==> config.mk <==
export PLATFORM = sky130hd
export DESIGN_NAME = fastica_error_flat
export DESIGN_NICKNAME = d
export VERILOG_FILES = /design/src/rtl/fastica_error_pkg.sv /design/src/rtl/fastica_error_if.sv /design/src/rtl/fastica_error_row_err.sv /design/src/rtl/fastica_error.sv /design/src/flat_wrapper.sv
export SDC_FILE = /design/constraint.sdc
export NUM_CORES = 1
export LEC_CHECK = 0
export ABC_AREA = 0
export CAP_MARGIN = 10
export CELL_PAD_IN_SITES_DETAIL_PLACEMENT = 0
export CELL_PAD_IN_SITES_GLOBAL_PLACEMENT = 1
export CORE_MARGIN = 4
export CORE_UTILIZATION = 30
export DETAILED_ROUTE_END_ITERATION = 12
export PLACE_DENSITY = 0.58
export SLEW_MARGIN = 40
export SYNTH_ARGS = -nofsm -noshare
export SYNTH_HDL_FRONTEND = slang
export SYNTH_SLANG_ARGS = --single-unit
==> constraint.sdc <==
create_clock -name clk_error -period 8.64 [get_ports clk_error]
set_input_delay 1.728 -clock clk_error [delete_from_list [all_inputs] [get_ports clk_error]]
set_output_delay 1.728 -clock clk_error [all_outputs]
set_load 0.05 [all_outputs]
==> src/rtl/fastica_error_pkg.sv <==
// Shared FastICA definitions: FSM encoding, the fixed-point unit constant
// and the default convergence settings.
package fastica_error_pkg;

    typedef enum logic [2:0] {
        ST_IDLE  = 3'd0,
        ST_READ  = 3'd1,
        ST_DRAIN = 3'd2,
        ST_CHECK = 3'd3,
        ST_DONE  = 3'd4
    } state_t;

    // 1.0 in Q2.14
    localparam logic signed [15:0] ONE              = 16'sh4000;
    localparam logic        [15:0] TOL_DEFAULT      = 16'd16;
    localparam logic        [7:0]  MAX_ITER_DEFAULT = 8'd200;

endpackage

==> src/rtl/fastica_error_if.sv <==
// Read bus shared by the new-W and old-W memories: one address, two data
// words returned one cycle later.
interface fastica_error_if
    import fastica_error_pkg::*;
#(
    parameter int DATA_W = 16
);
    logic        [3:0]        w_addr;
    logic signed [DATA_W-1:0] w_new_data;
    logic signed [DATA_W-1:0] w_old_data;

    modport master (output w_addr, input w_new_data, input w_old_data);
    modport slave  (input w_addr, output w_new_data, output w_old_data);
endinterface

==> src/rtl/fastica_error_row_err.sv <==
// Row dot-product of W_new and W_old with per-row error |1 - |dot|| and a
// running maximum over all rows of one evaluation.
module fastica_row_err
    import fastica_error_pkg::*;
#(
    parameter int DATA_W = 16,
    parameter int FRAC   = 14
)(
    input  logic                     clk,
    input  logic                     rst_n,
    input  logic                     i_clr,
    input  logic                     i_vld,
    input  logic                     i_row_start,
    input  logic                     i_row_end,
    input  logic signed [DATA_W-1:0] i_new,
    input  logic signed [DATA_W-1:0] i_old,
    output logic        [DATA_W-1:0] o_max_err
);
    localparam int P_W   = 2 * DATA_W;
    localparam int ACC_W = 2 * DATA_W + 2;
    localparam int E_W   = DATA_W + 2;
    localparam logic signed [ACC_W-1:0] SAT_MAX = ACC_W'((64'sd1 <<< (DATA_W - 1)) - 64'sd1);
    localparam logic signed [ACC_W-1:0] SAT_MIN = -SAT_MAX - ACC_W'(1);
    localparam logic signed [E_W-1:0]   ONE_E   = E_W'(ONE);

    logic signed [ACC_W-1:0]  r_acc;
    logic        [DATA_W-1:0] r_max;

    logic signed [P_W-1:0]    w_prod;
    logic signed [ACC_W-1:0]  w_prod_ext;
    logic signed [ACC_W-1:0]  w_acc_sum;
    logic signed [ACC_W-1:0]  w_shift;
    logic signed [DATA_W-1:0] w_dot;
    logic signed [E_W-1:0]    w_dot_ext;
    logic signed [E_W-1:0]    w_abs;
    logic signed [E_W-1:0]    w_diff;
    logic        [E_W-1:0]    w_err;

    assign w_prod     = i_new * i_old;
    assign w_prod_ext = {{(ACC_W - P_W){w_prod[P_W-1]}}, w_prod};
    // the first product of a row replaces the accumulator instead of adding
    assign w_acc_sum  = (i_row_start ? '0 : r_acc) + w_prod_ext;
    assign w_shift    = w_acc_sum >>> FRAC;

    // saturate the Q-aligned dot product into the element width
    always_comb begin
        w_dot = w_shift[DATA_W-1:0];
        if (w_shift > SAT_MAX) begin
            w_dot = SAT_MAX[DATA_W-1:0];
        end else if (w_shift < SAT_MIN) begin
            w_dot = SAT_MIN[DATA_W-1:0];
        end
    end

    // two guard bits so |-32768| and 1.0 - |dot| never overflow;
    // abs(dot) makes a sign-flipped row count as converged
    assign w_dot_ext = {{2{w_dot[DATA_W-1]}}, w_dot};
    assign w_abs     = (w_dot_ext < 0) ? -w_dot_ext : w_dot_ext;
    assign w_diff    = ONE_E - w_abs;
    assign w_err     = (w_diff < 0) ? E_W'(-w_diff) : E_W'(w_diff);

    // accumulate each valid word and fold the row error into the maximum
    always_ff @(posedge clk or negedge rst_n) begin
        if (!rst_n) begin
            r_acc <= '0;
            r_max <= '0;
        end else begin
            if (i_clr) begin
                r_max <= '0;
            end
            if (i_vld) begin
                r_acc <= w_acc_sum;
                if (i_row_end && (w_err > {2'b00, r_max})) begin
                    r_max <= w_err[DATA_W-1:0];
                end
            end
        end
    end

    assign o_max_err = r_max;

endmodule

==> src/rtl/fastica_error.sv <==
// FastICA convergence check: streams W_new/W_old element pairs, measures
// how far each row dot product is from +/-1.0 and decides convergence.
module fastica_error
    import fastica_error_pkg::*;
#(
    parameter int                N_COMP   = 4,
    parameter int                DATA_W   = 16,
    parameter int                FRAC     = 14,
    parameter logic [DATA_W-1:0] TOL      = DATA_W'(TOL_DEFAULT),
    parameter logic [7:0]        MAX_ITER = MAX_ITER_DEFAULT
)(
    input  logic                clk_error,
    input  logic                rstn_error,
    input  logic                en_error,
    input  logic                iter_clr,
    fastica_error_if.master     mem,
    output logic                error_busy,
    output logic                error_done,
    output logic                converged,
    output logic [DATA_W-1:0]   max_err,
    output logic [7:0]          iter_cnt,
    output logic                max_iter_hit
);
    localparam logic [3:0] LAST_ADDR = 4'(N_COMP * N_COMP - 1);
    localparam logic [3:0] COL_LAST  = 4'(N_COMP - 1);

    state_t     r_state;
    state_t     w_state_next;
    logic [3:0] r_addr;
    logic [3:0] r_col;
    logic       r_dvld;
    logic [3:0] r_dcol;
    logic       r_busy;
    logic       r_conv;
    logic       r_hit;
    logic [7:0] r_iter;

    logic       w_start;
    logic       w_tol_ok;
    logic       w_limit;
    logic       w_conv_next;

    assign w_start     = (r_state == ST_IDLE) && en_error;
    assign w_tol_ok    = (max_err <= TOL);
    assign w_limit     = ({1'b0, r_iter} + 9'd1) >= {1'b0, MAX_ITER};
    assign w_conv_next = w_tol_ok || w_limit;

    // state register
    always_ff @(posedge clk_error or negedge rstn_error) begin
        if (!rstn_error) begin
            r_state <= ST_IDLE;
        end else begin
            r_state <= w_state_next;
        end
    end

    // next-state logic; en_error only matters in IDLE
    always_comb begin
        w_state_next = r_state;
        case (r_state)
            ST_IDLE:  if (en_error) w_state_next = ST_READ;
            ST_READ:  if (r_addr == LAST_ADDR) w_state_next = ST_DRAIN;
            ST_DRAIN: w_state_next = ST_CHECK;
            ST_CHECK: w_state_next = ST_DONE;
            ST_DONE:  w_state_next = ST_IDLE;
            default:  w_state_next = ST_IDLE;
        endcase
    end

    // address walk plus a one-cycle-delayed copy that tags returning data
    always_ff @(posedge clk_error or negedge rstn_error) begin
        if (!rstn_error) begin
            r_addr <= '0;
            r_col  <= '0;
            r_dvld <= 1'b0;
            r_dcol <= '0;
        end else begin
            if (w_start) begin
                r_addr <= '0;
                r_col  <= '0;
            end else if ((r_state == ST_READ) && (r_addr != LAST_ADDR)) begin
                r_addr <= r_addr + 4'd1;
                r_col  <= (r_col == COL_LAST) ? 4'd0 : r_col + 4'd1;
            end
            r_dvld <= (r_state == ST_READ);
            r_dcol <= r_col;
        end
    end

    // verdict flags; busy persists after DONE while not converged
    always_ff @(posedge clk_error or negedge rstn_error) begin
        if (!rstn_error) begin
            r_busy <= 1'b0;
            r_conv <= 1'b0;
            r_hit  <= 1'b0;
        end else if (w_start) begin
            r_busy <= 1'b1;
        end else if (r_state == ST_CHECK) begin
            r_busy <= ~w_conv_next;
            r_conv <= w_conv_next;
            r_hit  <= w_limit && !w_tol_ok;
        end
    end

    // evaluation counter; a coincident clear beats the increment
    always_ff @(posedge clk_error or negedge rstn_error) begin
        if (!rstn_error) begin
            r_iter <= '0;
        end else if (iter_clr) begin
            r_iter <= '0;
        end else if ((r_state == ST_CHECK) && (r_iter != 8'hFF)) begin
            r_iter <= r_iter + 8'd1;
        end
    end

    fastica_row_err #(
        .DATA_W (DATA_W),
        .FRAC   (FRAC)
    ) u_row_err (
        .clk         (clk_error),
        .rst_n       (rstn_error),
        .i_clr       (w_start),
        .i_vld       (r_dvld),
        .i_row_start (r_dcol == 4'd0),
        .i_row_end   (r_dcol == COL_LAST),
        .i_new       (mem.w_new_data),
        .i_old       (mem.w_old_data),
        .o_max_err   (max_err)
    );

    assign mem.w_addr   = r_addr;
    assign error_busy   = r_busy;
    assign error_done   = (r_state == ST_DONE);
    assign converged    = r_conv;
    assign max_iter_hit = r_hit;
    assign iter_cnt     = r_iter;

endmodule

==> src/flat_wrapper.sv <==
// flat-port wrapper written by rule: the top's interface ports become plain ports
module fastica_error_flat import fastica_error_pkg::*;
#(
    parameter int                N_COMP   = 4,
    parameter int                DATA_W   = 16,
    parameter int                FRAC     = 14,
    parameter logic [DATA_W-1:0] TOL      = DATA_W'(TOL_DEFAULT),
    parameter logic [7:0]        MAX_ITER = MAX_ITER_DEFAULT
)
  (clk_error, rstn_error, en_error, iter_clr, error_busy, error_done, converged, max_err, iter_cnt, max_iter_hit, mem_w_addr, mem_w_new_data, mem_w_old_data);
  fastica_error_if #(.DATA_W(DATA_W)) mem_i ();
  input  logic clk_error;
  input  logic rstn_error;
  input  logic en_error;
  input  logic iter_clr;
  output logic error_busy;
  output logic error_done;
  output logic converged;
  output logic [DATA_W-1:0] max_err;
  output logic [7:0] iter_cnt;
  output logic max_iter_hit;
  output wire logic [$bits(mem_i.w_addr)-1:0] mem_w_addr;
  input wire logic [$bits(mem_i.w_new_data)-1:0] mem_w_new_data;
  input wire logic [$bits(mem_i.w_old_data)-1:0] mem_w_old_data;
  assign mem_w_addr = mem_i.w_addr;
  assign mem_i.w_new_data = mem_w_new_data;
  assign mem_i.w_old_data = mem_w_old_data;
  fastica_error #(.N_COMP(N_COMP), .DATA_W(DATA_W), .FRAC(FRAC), .TOL(TOL), .MAX_ITER(MAX_ITER)) u_core (.clk_error(clk_error), .rstn_error(rstn_error), .en_error(en_error), .iter_clr(iter_clr), .mem(mem_i), .error_busy(error_busy), .error_done(error_done), .converged(converged), .max_err(max_err), .iter_cnt(iter_cnt), .max_iter_hit(max_iter_hit));
endmodule
==> results by group <==
Run status
  • Outcome: complete, but fails checks
  • Failing checks: negative setup slack

Worst hold path
  • HP Start: u_core.r_col[1]$_DFFE_PN0P_
  • Worst Hold Class: flip-flop to flip-flop
  • WHS Path Cells: 0
  • Min-Delay Endpoint: u_core.r_dcol[1]$_DFF_PN0_

Synthesis
  • Ys async rst share: 1.00
  • Cell area after synthesis: 17100 sq um
  • Synth area leaders: fa_1 (31%), dfrtp_1 (11%), ha_1 (9.9%)
  • Top cell type's share of synthesized area: 0.307
  • Mux contribution to synthesized area: 0.0321
  • Post-synth EDFFs: 0
  • Post-synth net total: 2407
  • Post-synthesis area per instance: 8.69 sq um
  • Synth unique cells: 93
  • Most used DFF post-synth: dfrtp_1
  • Yosys reg bits: 77
  • Yosys Warn Count: 0
  • Synthesized instance count: 1972
  • Post-Synth Simple-Gate Area: 0.180
  • Largest family of logic cells by synthesized area: adder cells
  • Xor/xnor cell area share of the yosys netlist: 0.0558
  • Sequential share of the synthesized area: 0.112
  • Synth area leader: fa_1
  • Synth Area in Adders: 0.407
  • Compound-Gate Fraction of Synth Area: 0.116

STA
  • Fmax: 72.4 MHz
  • Period utilization: 1.60
  • Unrepaired setup endpoints after global routing: yes
  • Setup TNS: -84.67 ns
  • Final hold violation count: 0
  • Final Worst Setup Slack: -5.17 ns
  • Worst slew pin tran: 0.829 ns
  • Setup violations, final: 23
  • Max Clock Skew: 0.00980 ns
  • Slew margin rel.: 0.440
  • Period minus WS final: 13.81 ns
  • Pins over their slew limit: 0

Worst setup path
  • R2r worst-path depth: 50
  • CP Capture Type: flip-flop
  • Req. time, crit path: 8.90 ns
  • Internal reg-to-reg setup slack: -0.37 ns
  • FF-to-FF End: u_core.u_row_err.o_max_err[1]$_DFF_PN0_
  • Crit start category: input pin
  • Arrival time worst endpoint: 14.06 ns
  • FF-to-FF Start: u_core.r_dcol[1]$_DFF_PN0_
  • Crit-path max FO: 5
  • CP Launch Point: mem_w_new_data[7]
  • Critical Path Max Stage Delay: 0.54 ns
  • CP max-delay cell: fa_1
  • Crit Path Class: input pin to flip-flop
  • Most used cell, CP: a21oi_2

Placed design
  • DP HPWL: 39.2 mm
  • Gpl congestion: 0.851
  • Port bufs: 67

Detailed routing
  • DRC viols: 0
  • Routed wire length: 48.7 mm
  • Final ANT Viol Nets: 0
  • Drt first pass iters: 5
  • Vias post-DR: 15000
  • DRT iter0 DRCs: 512
  • Vias per inst: 4.61
  • Routed WL per cell: 15.0 um

Finish
  • Syn-to-layout area delta: 40.5%
  • Most frequent cells in the layout: buf_4 (440), inv_1 (331), fa_1 (246)
  • Fillers: 5578
  • Fin nets: 2914
  • Share of layout cells above drive strength 1: 0.339
  • Multi-input logic area: 14700 sq um
  • FF/Latch Area: 1930 sq um
  • Antenna diode count: 0
  • Commonest non-fill, non-tap cell in the layout: buf_4

Clocking
  • Worst skew pair latency: 0.37 ns
  • CTS Buf Count: 9
  • CTS sink cnt: 77
  • Root Buffer: clkbuf_16
  • CTS tree: yes
  • Htree depth: 3
  • CTS clk-pin slew, worst paths: 0.08 ns
  • Clock Path Buffers: 2
  • Post-CTS Hold Buffers: 0

Global routing
  • GRT overflow: 0
  • Number of global-route vias before repair: 16200
  • Initial antenna violation count: 0
  • Largest net degree at the start of global routing: 44
  • Total GRT Usage: 0.165
  • First-pass GRT wire length: 81.7 mm

Job
  • Max-cap violations: 0

Floorplan
  • Starting density of the core: 0.303
  • Rows: 87
  • Chip height: 247 um
  • Top-Level Pins: 68
  • Die width: 247 um
  • Die area: 61000 sq um
  • Core area: 56500 sq um
-- synthesized netlist by cell type (5+ instances only) --
master and number:
a31oi_1 11, nand4_1 12, nor2_1 112, nor4_1 9, buf_2 6, nor3_1 23
nand2_1 204, ha_1 136, nor2b_1 37, nor3b_1 6, nand3_1 28, and3_1 8
mux2i_1 12, a21o_1 24, o211ai_1 10, fa_1 263, nand2b_1 21, o21a_1 16
o31ai_1 5, xnor2_1 71, dfrtp_1 77, o21ai_1 11, xor2_1 30, a21oi_1 95
clkbuf_1 57, o21ai_0 42, and2_1 123, inv_1 366, mux2_2 33, o21bai_1 15
a211oi_1 10
-- area by class of cell --
class | count | share of cell area
multi-input cells | 1461 | 0.613
repair buffers | 564 | 0.198
flip-flops and latches | 77 | 0.0801
inverters | 366 | 0.0573
well taps | 756 | 0.0393
clock buffers | 9 | 0.00936
clock inverters | 7 | 0.00296
-- layer usage --
metal  wire length, um  track usage  up-vias
met4               504       0.0252        0
met2             24300        0.288      148
met3              1080       0.0169       36
met5                 0            0        -
li1                  -            -     7275
met1             22900        0.225     7492
-- logic make-up (layout without fill, tap and decap cells) --
| kind of cell | Yosys count | after routing |
|---|---|---|
| flops | 77 | 77 |
| xor+xnor | 105 | 105 |
| compound gates | 291 | 291 |
| buf+inv | 434 | 946 |
| simple gates | 616 | 616 |
| fa+ha+maj | 399 | 399 |
| mux | 50 | 50 |
-- state kept, by name, indices dropped and copies added, names as in the netlist --
register	flops
u_core.error_busy	1
u_core.r_state	3
u_core.r_dvld	1
u_core.u_row_err.r_acc	34
u_core.mem.w_addr	4
u_core.max_iter_hit	1
u_core.u_row_err.o_max_err	16
u_core.iter_cnt	8
u_core.r_dcol	4
u_core.r_col	4
u_core.converged	1
-- worst max-delay path by stage --
stage | endpoint | depth (start not counted)
finish | u_core.u_row_err.o_max_err[1]$_DFF_PN0_ | 68
floorplan | u_core.u_row_err.o_max_err[13]$_DFF_PN0_ | 73
detailed placement | u_core.u_row_err.o_max_err[13]$_DFF_PN0_ | 69
global route | u_core.u_row_err.o_max_err[1]$_DFF_PN0_ | 70
CTS | u_core.u_row_err.o_max_err[1]$_DFF_PN0_ | 65
global placement | u_core.u_row_err.o_max_err[10]$_DFF_PN0_ | 68
-- metrics by stage --
stage	cells	area (sq um)	setup slack, ns	util	hold WS [ns]
floorplan	1972	17500	-5.60	-	0.398
global placement	3131	21900	-6.03	0.387	0.427
detailed placement	3131	21900	-6.18	0.387	0.434
CTS	3226	23400	-5.10	0.415	0.452
global route	3240	24100	-5.79	0.426	0.470
finish	3240	24100	-5.17	0.426	0.450
-- worst max-delay path, delay by kind of cell --
kind | cells | cell delay (ns)
XOR/XNOR | 2 | 0.28
multiplexers | 2 | 0.59
AND/OR/NAND/NOR | 20 | 2.36
AO/OA/AOI/OAI | 22 | 3.89
buffers and inverters | 12 | 1.09
adder cells (fa/ha/maj) | 10 | 4.12
-- timing repair --
action / 4_1_cts / 5_1_grt
pin swaps: 145 / 145
gates resized for setup: 240 / 216
buffers inserted: 74 / 22
gates cloned: 8 / 1
endpoints found under the setup margin: 31 / 31
Power is left out: the tool's default activity adds up to more than one toggle a clock period on the data nets, which glitch-free logic cannot reach.
